`src/rtl/reg_file_param_if.sv`:
```
// reg_file_param_if: bus bundle for the parametrised register file.
//   rd_addr/rd_data : NUM_RD read ports; port i occupies element i of each
//                     packed array, i.e. bits [i*W +: W] of the flat vector
//   wr_en/wr_addr/wr_data : single synchronous write port
//   clr_req/busy/clr_done : soft-clear request and sweep status
//   wr_err          : one-cycle pulse, a write was dropped
//   dbg_sel/dbg_data: registered debug tap
// master = client (decode/test side), slave = register file.
interface reg_file_param_if #(
  parameter int DATA_W = 16,
  parameter int ADDR_W = 4,
  parameter int NUM_RD = 2
);
  logic [NUM_RD-1:0][ADDR_W-1:0] rd_addr;
  logic [NUM_RD-1:0][DATA_W-1:0] rd_data;
  logic                          wr_en;
  logic [ADDR_W-1:0]             wr_addr;
  logic [DATA_W-1:0]             wr_data;
  logic                          clr_req;
  logic                          busy;
  logic                          clr_done;
  logic                          wr_err;
  logic [ADDR_W-1:0]             dbg_sel;
  logic [DATA_W-1:0]             dbg_data;

  modport master (
    output rd_addr, wr_en, wr_addr, wr_data, clr_req, dbg_sel,
    input  rd_data, busy, clr_done, wr_err, dbg_data
  );
  modport slave (
    input  rd_addr, wr_en, wr_addr, wr_data, clr_req, dbg_sel,
    output rd_data, busy, clr_done, wr_err, dbg_data
  );
endinterface

```
`src/rtl/reg_file_param.sv`:
```
// reg_file_param: parametrised GPR file, N combinational read ports, one
// synchronous write port, optional hardwired-zero R0, sweep-based clear.
//   clk     : clock, all state changes on rising edge
//   clear_n : asynchronous active-low reset, starts a full sweep
//   bus     : reg_file_param_if.slave (read/write/clear/debug signals)
// Parameters: DATA_W, ADDR_W (depth = 2**ADDR_W), NUM_RD (1..4), R0_ZERO.
// Optional feature: define REG_FILE_BYPASS_EN for write-through forwarding
// of an accepted write onto same-cycle reads and the debug capture.

// One read lane: array lookup with busy/R0 masking and optional forwarding.
module reg_file_param_lane #(
  parameter int DATA_W  = 16,
  parameter int ADDR_W  = 4,
  parameter int R0_ZERO = 1
) (
  input  logic [(1<<ADDR_W)-1:0][DATA_W-1:0] mem,
  input  logic [ADDR_W-1:0]                  addr,
  input  logic                               busy,
  input  logic                               wr_ok,
  input  logic [ADDR_W-1:0]                  wr_addr,
  input  logic [DATA_W-1:0]                  wr_data,
  output logic [DATA_W-1:0]                  data
);
`ifdef REG_FILE_BYPASS_EN
  localparam bit BYP = 1'b1;
`else
  localparam bit BYP = 1'b0;
`endif

  always_comb begin
    data = mem[addr];
    if (BYP && wr_ok && (addr == wr_addr)) data = wr_data;
    // busy masks everything; R0 masking covers the window before any sweep
    if (busy || ((R0_ZERO != 0) && (addr == '0))) data = '0;
  end
endmodule

module reg_file_param #(
  parameter int DATA_W  = 16,
  parameter int ADDR_W  = 4,
  parameter int NUM_RD  = 2,
  parameter int R0_ZERO = 1
) (
  input logic             clk,
  input logic             clear_n,
  reg_file_param_if.slave bus
);
  localparam int DEPTH = 1 << ADDR_W;

  typedef enum logic {IDLE = 1'b0, SWEEP = 1'b1} state_t;

  typedef struct packed {
    logic              vld;
    logic [ADDR_W-1:0] addr;
    logic [DATA_W-1:0] data;
  } wr_req_t;

  state_t                       state, state_nxt;
  logic [ADDR_W-1:0]            ptr, ptr_nxt;
  logic                         busy, done;
  wr_req_t                      wr_acc;
  logic [DEPTH-1:0][DATA_W-1:0] mem;
  logic [DATA_W-1:0]            dbg_rd;
  logic                         wr_err_q;
  logic [DATA_W-1:0]            dbg_q;

  // State register; reset lands in SWEEP so the array needs no reset fan-out.
  always_ff @(posedge clk or negedge clear_n) begin
    if (!clear_n) begin
      state <= SWEEP;
      ptr   <= '0;
    end else begin
      state <= state_nxt;
      ptr   <= ptr_nxt;
    end
  end

  // Next-state: clr_req only matters in IDLE, so it cannot restart a sweep.
  always_comb begin
    state_nxt = state;
    ptr_nxt   = ptr;
    case (state)
      IDLE: if (bus.clr_req) begin
        state_nxt = SWEEP;
        ptr_nxt   = '0;
      end
      SWEEP: begin
        if (&ptr) state_nxt = IDLE;
        else      ptr_nxt   = ptr + ADDR_W'(1);
      end
      default: state_nxt = SWEEP;
    endcase
  end

  // Outputs: done is the last sweep cycle, while busy is still high.
  always_comb begin
    busy        = (state == SWEEP);
    done        = busy && (&ptr);
    wr_acc.vld  = bus.wr_en && (state == IDLE) &&
                  !((R0_ZERO != 0) && (bus.wr_addr == '0));
    wr_acc.addr = bus.wr_addr;
    wr_acc.data = bus.wr_data;
  end

  // Array: sweep clears one entry per cycle, otherwise the accepted write.
  always_ff @(posedge clk) begin
    if (busy)            mem[ptr]         <= '0;
    else if (wr_acc.vld) mem[wr_acc.addr] <= wr_acc.data;
  end

  always_ff @(posedge clk or negedge clear_n) begin
    if (!clear_n) begin
      wr_err_q <= 1'b0;
      dbg_q    <= '0;
    end else begin
      wr_err_q <= bus.wr_en && busy;
      dbg_q    <= dbg_rd;
    end
  end

  for (genvar g = 0; g < NUM_RD; g++) begin : g_rd
    reg_file_param_lane #(.DATA_W(DATA_W), .ADDR_W(ADDR_W), .R0_ZERO(R0_ZERO)) u_lane (
      .mem     (mem),
      .addr    (bus.rd_addr[g]),
      .busy    (busy),
      .wr_ok   (wr_acc.vld),
      .wr_addr (wr_acc.addr),
      .wr_data (wr_acc.data),
      .data    (bus.rd_data[g])
    );
  end

  reg_file_param_lane #(.DATA_W(DATA_W), .ADDR_W(ADDR_W), .R0_ZERO(R0_ZERO)) u_dbg (
    .mem     (mem),
    .addr    (bus.dbg_sel),
    .busy    (busy),
    .wr_ok   (wr_acc.vld),
    .wr_addr (wr_acc.addr),
    .wr_data (wr_acc.data),
    .data    (dbg_rd)
  );

  assign bus.busy     = busy;
  assign bus.clr_done = done;
  assign bus.wr_err   = wr_err_q;
  assign bus.dbg_data = dbg_q;
endmodule

```
`src/flat_wrapper.sv`:
```
// flat-port wrapper written by rule: the top's interface ports become plain ports
module reg_file_param_flat 
#(
  parameter int DATA_W  = 16,
  parameter int ADDR_W  = 4,
  parameter int NUM_RD  = 2,
  parameter int R0_ZERO = 1
)
  (clk, clear_n, bus_rd_addr, bus_wr_en, bus_wr_addr, bus_wr_data, bus_clr_req, bus_dbg_sel, bus_rd_data, bus_busy, bus_clr_done, bus_wr_err, bus_dbg_data);
  reg_file_param_if #(.DATA_W(DATA_W), .ADDR_W(ADDR_W), .NUM_RD(NUM_RD)) bus_i ();
  input logic clk;
  input logic clear_n;
  input wire logic [$bits(bus_i.rd_addr)-1:0] bus_rd_addr;
  input wire logic [$bits(bus_i.wr_en)-1:0] bus_wr_en;
  input wire logic [$bits(bus_i.wr_addr)-1:0] bus_wr_addr;
  input wire logic [$bits(bus_i.wr_data)-1:0] bus_wr_data;
  input wire logic [$bits(bus_i.clr_req)-1:0] bus_clr_req;
  input wire logic [$bits(bus_i.dbg_sel)-1:0] bus_dbg_sel;
  output wire logic [$bits(bus_i.rd_data)-1:0] bus_rd_data;
  output wire logic [$bits(bus_i.busy)-1:0] bus_busy;
  output wire logic [$bits(bus_i.clr_done)-1:0] bus_clr_done;
  output wire logic [$bits(bus_i.wr_err)-1:0] bus_wr_err;
  output wire logic [$bits(bus_i.dbg_data)-1:0] bus_dbg_data;
  assign bus_i.rd_addr = bus_rd_addr;
  assign bus_i.wr_en = bus_wr_en;
  assign bus_i.wr_addr = bus_wr_addr;
  assign bus_i.wr_data = bus_wr_data;
  assign bus_i.clr_req = bus_clr_req;
  assign bus_i.dbg_sel = bus_dbg_sel;
  assign bus_rd_data = bus_i.rd_data;
  assign bus_busy = bus_i.busy;
  assign bus_clr_done = bus_i.clr_done;
  assign bus_wr_err = bus_i.wr_err;
  assign bus_dbg_data = bus_i.dbg_data;
  reg_file_param #(.DATA_W(DATA_W), .ADDR_W(ADDR_W), .NUM_RD(NUM_RD), .R0_ZERO(R0_ZERO)) u_core (.clk(clk), .clear_n(clear_n), .bus(bus_i));
endmodule
```
`config.mk`:
```
export PLATFORM = sky130hd
export DESIGN_NAME = reg_file_param_flat
export DESIGN_NICKNAME = d
export VERILOG_FILES = /design/src/rtl/reg_file_param_if.sv /design/src/rtl/reg_file_param.sv /design/src/flat_wrapper.sv
export SDC_FILE = /design/constraint.sdc
export NUM_CORES = 1
export LEC_CHECK = 0
export ABC_CLOCK_PERIOD_IN_PS = 5600
export CAP_MARGIN = 40
export CORE_AREA = 2 2 205 207
export CTS_BUF_LIST = sky130_fd_sc_hd__clkbuf_4 sky130_fd_sc_hd__clkbuf_8 sky130_fd_sc_hd__clkbuf_16
export CTS_CLUSTER_SIZE = 10
export DETAILED_ROUTE_END_ITERATION = 10
export DIE_AREA = 0 0 207 209
export HOLD_SLACK_MARGIN = 0.1
export PLACE_DENSITY = 0.63
export REMOVE_ABC_BUFFERS = 1
export SLEW_MARGIN = 20
export SYNTH_ARGS = -nofsm -noshare
export SYNTH_HDL_FRONTEND = slang
export SYNTH_HIERARCHICAL = 1
export SYNTH_SLANG_ARGS = --single-unit
```
`constraint.sdc`:
```
create_clock -name clk -period 5.6 [get_ports clk]
set_input_delay 1.68 -clock clk [delete_from_list [all_inputs] [get_ports clk]]
set_output_delay 1.68 -clock clk [all_outputs]
set_load 0.01 [all_outputs]
```
==> flow_summary.rst <==
.. list-table::
   :header-rows: 1

   * - Metric
     - Value
   * - Count of warnings emitted by yosys
     - 6
   * - Category of the worst setup path capture point
     - output port
   * - Layout overhead on the synthesized area
     - 13.4%
   * - Vias after detailed routing
     - 13.0k
   * - Filler Cells Inserted
     - 3485
   * - CTS tree
     - yes
   * - Total die area
     - 43300 um^2
   * - Slew @ Worst Pin
     - 865 ps
   * - Number of antenna violations at the first check in global routing
     - 0
   * - Number of instances in the placed design
     - 1701
   * - Vias/cell
     - 7.37
   * - Count of cells resized by post-cts repair
     - 0
   * - Vertical die dimension
     - 209 um
   * - Chip Width
     - 207 um
   * - Total setup violations reported at the end of the flow
     - 0
   * - Critical-path maximum fanout
     - 15
   * - Element type at the critical path start
     - input port
   * - Synthesized instance count
     - 1134
   * - Floorplan core area
     - 41300 um^2
   * - Clock-pin slew on the worst setup and hold paths
     - 50 ps
   * - Initial Utilization
     - 44.1%
   * - Largest voltage drop on the vdd net
     - 0.000230 V
   * - CTS max path bufs
     - 3
   * - HP Class
     - reg -> reg
   * - Hold violation count in the final report
     - 0
   * - Post-CTS Repair Setup Buffers
     - 0
   * - N_diodes
     - 0
   * - Leakage
     - 0.00811 uW
   * - Detailed Route Iter0 Violations
     - 1573
   * - Number of global-route vias before repair
     - 12.5k
   * - RSZ-0062 raised after global routing
     - false
   * - Routability congestion estimate
     - 0.921
   * - Worst setup skew after layout
     - 13.0 ps
   * - Slowest stage cell, crit path
     - sky130_fd_sc_hd__clkdlybuf4s50_1
   * - Sinks on the clock net
     - 277
   * - Post-layout nets
     - 1239
   * - Min Clock Period, post-route
     - 5470 ps
   * - Arrival time of the worst setup path
     - 3790 ps
   * - Worst slew margin relative to its limit
     - 42.3%
   * - Part of the cycle the worst path needs
     - 97.7%
   * - Routed WL
     - 62400 um
   * - Fraction of final layout cells with drive strength greater than 1
     - 28.2%
   * - Achievable clock frequency
     - 0.183 GHz
   * - Synthesized area per cell
     - 16.1 um^2
   * - Delay of the slowest cell on the worst path
     - 620 ps
   * - Number of max-slew violations in the final report
     - 0
   * - Drt pass-1 iters
     - 5
   * - Number of port buffers
     - 86
   * - DPL Wire Length
     - 40000 um
   * - Number of standard cells in the final layout excluding fillers
     - 1763
   * - Max-cap viol count
     - 0
   * - Cell Rows
     - 75
   * - Detailed-route wire length per cell
     - 35.4 um
   * - Crit path required time
     - 3920 ps
   * - Clock insertion delay at the later pin of the skew report
     - 530 ps
   * - First-pass GRT wire length
     - 89800 um
   * - Drt drc
     - 0
   * - CP cell instances
     - buf_2 > buf_12 > nor3_1 > or3_4 > o21ai_1 > clkdlybuf4s50_1
   * - Hold buffer count at cts
     - 0
   * - Count of antenna-violating nets left after detailed routing
     - 0
   * - Global routing usage summed across all routing layers
     - 28.4%
   * - CTS Buf Count
     - 34
   * - Post-route core utilization
     - 50.0%
   * - Root buffer cell
     - sky130_fd_sc_hd__clkbuf_16
   * - Pin count of the biggest net entering global routing
     - 60
   * - Crit Path Class
     - in -> out
   * - Top-level port count
     - 87
   * - Netlist Area Pre-Place
     - 18200 um^2
   * - Htree depth
     - 2
   * - Overflow left after global routing
     - 0
   * - Status
     - finished, final reports clean
   * - Sum Neg Setup Slack
     - 0 ps
   * - Power density over cell area
     - 512 nW/um^2
-- sequential cells by signal, indices dropped and copies added, names as in the netlist --
register	flops
u_core/bus.wr_err	1
u_core/ptr	4
u_core/bus.dbg_data	16
u_core/bus.busy	1
u_core/mem	255
-- worst max-delay path, delay by kind of cell --
kind	cells	cell delay, ps
compound gates	1	390
buf+inv	3	1210
simple gates	2	510
-- cells in the final DEF (no fill, tap or decap), drive strengths merged --
| cell | instances |
|---|---|
| a22o | 261 |
| edfxtp | 255 |
| mux4 | 186 |
| buf | 99 |
| clkdlybuf4s50 | 77 |
| clkbuf | 60 |
| mux2i | 54 |
| o21ai | 46 |
| a22oi | 45 |
| dfrtp | 21 |
| a21boi | 16 |
| a21o | 15 |
| and2b | 10 |
| nor2 | 10 |
| nor2b | 9 |
| nor3 | 9 |
| nand3b | 6 |
| and2 | 5 |
| nand2b | 4 |
| inv | 4 |
| ha | 4 |
| a211oi | 3 |
| a2111oi | 3 |
| nor3b | 3 |
| and3b | 3 |
| a31o | 3 |
| or3 | 3 |
| nand2 | 2 |
| clkinvlp | 1 |
| nor4 | 1 |
| nand4 | 1 |
| xor2 | 1 |
| mux2 | 1 |
| nand3 | 1 |
| xnor2 | 1 |
| dfstp | 1 |
-- cell type report --
| class | count | area [um^2] | share of cell area (%) |
|---|---|---|---|
| clock inverter | 1 | 7.51 | 0.0363 |
| multi-input combinational | 706 | 8850 | 42.8 |
| sequential | 277 | 8210 | 39.7 |
| tap | 539 | 674 | 3.26 |
| inverter | 4 | 15.0 | 0.0727 |
| clock buffer | 60 | 1100 | 5.35 |
| timing repair buffer | 176 | 1800 | 8.70 |
-- routing by layer --
| layer | global-route usage (%) | vias up | routed length [um] |
|---|---|---|---|
| met4 | 11.3 | 0 | 2480 |
| li1 | - | 5093 | - |
| met2 | 44.0 | 1064 | 28900 |
| met1 | 38.5 | 6672 | 23100 |
| met3 | 7.17 | 162 | 7820 |
| met5 | 0 | - | 0 |
-- worst paths after layout --
check	startpoint	endpoint	slack, ps	cells after the start
hold / removal	u_core/ptr[1]	u_core/ptr[1]	600	1
setup / recovery	bus_rd_addr[5]	bus_rd_data[27]	130	6
max in group asynchronous	clear_n	u_core/bus.busy	3680	2
min in group asynchronous	clear_n	u_core/bus.dbg_data[14]	1570	2
setup reg to reg	u_core/bus.busy	u_core/mem[248]	2850	3
hold reg to reg	u_core/ptr[1]	u_core/ptr[1]	600	1
-- stage by stage --
step / total power (uW) / instance area, um^2 / setup WS (ps) / hold WS, ps
2_1_floorplan: 6560 / 17100 / 1340 / 537
3_3_place_gp: 8100 / 19400 / 160 / 573
3_5_place_dp: 8270 / 19500 / 122 / 581
4_1_cts: 10500 / 20600 / 122 / 603
5_1_grt: 10900 / 20700 / 52.9 / 617
6_report: 10600 / 20700 / 127 / 602
-- power by group --
part	switching [uW]	internal [uW]
Clock	870	1340
Sequential	818	3510
Combinational	2080	1960
Power figures use the tool's default switching activity.
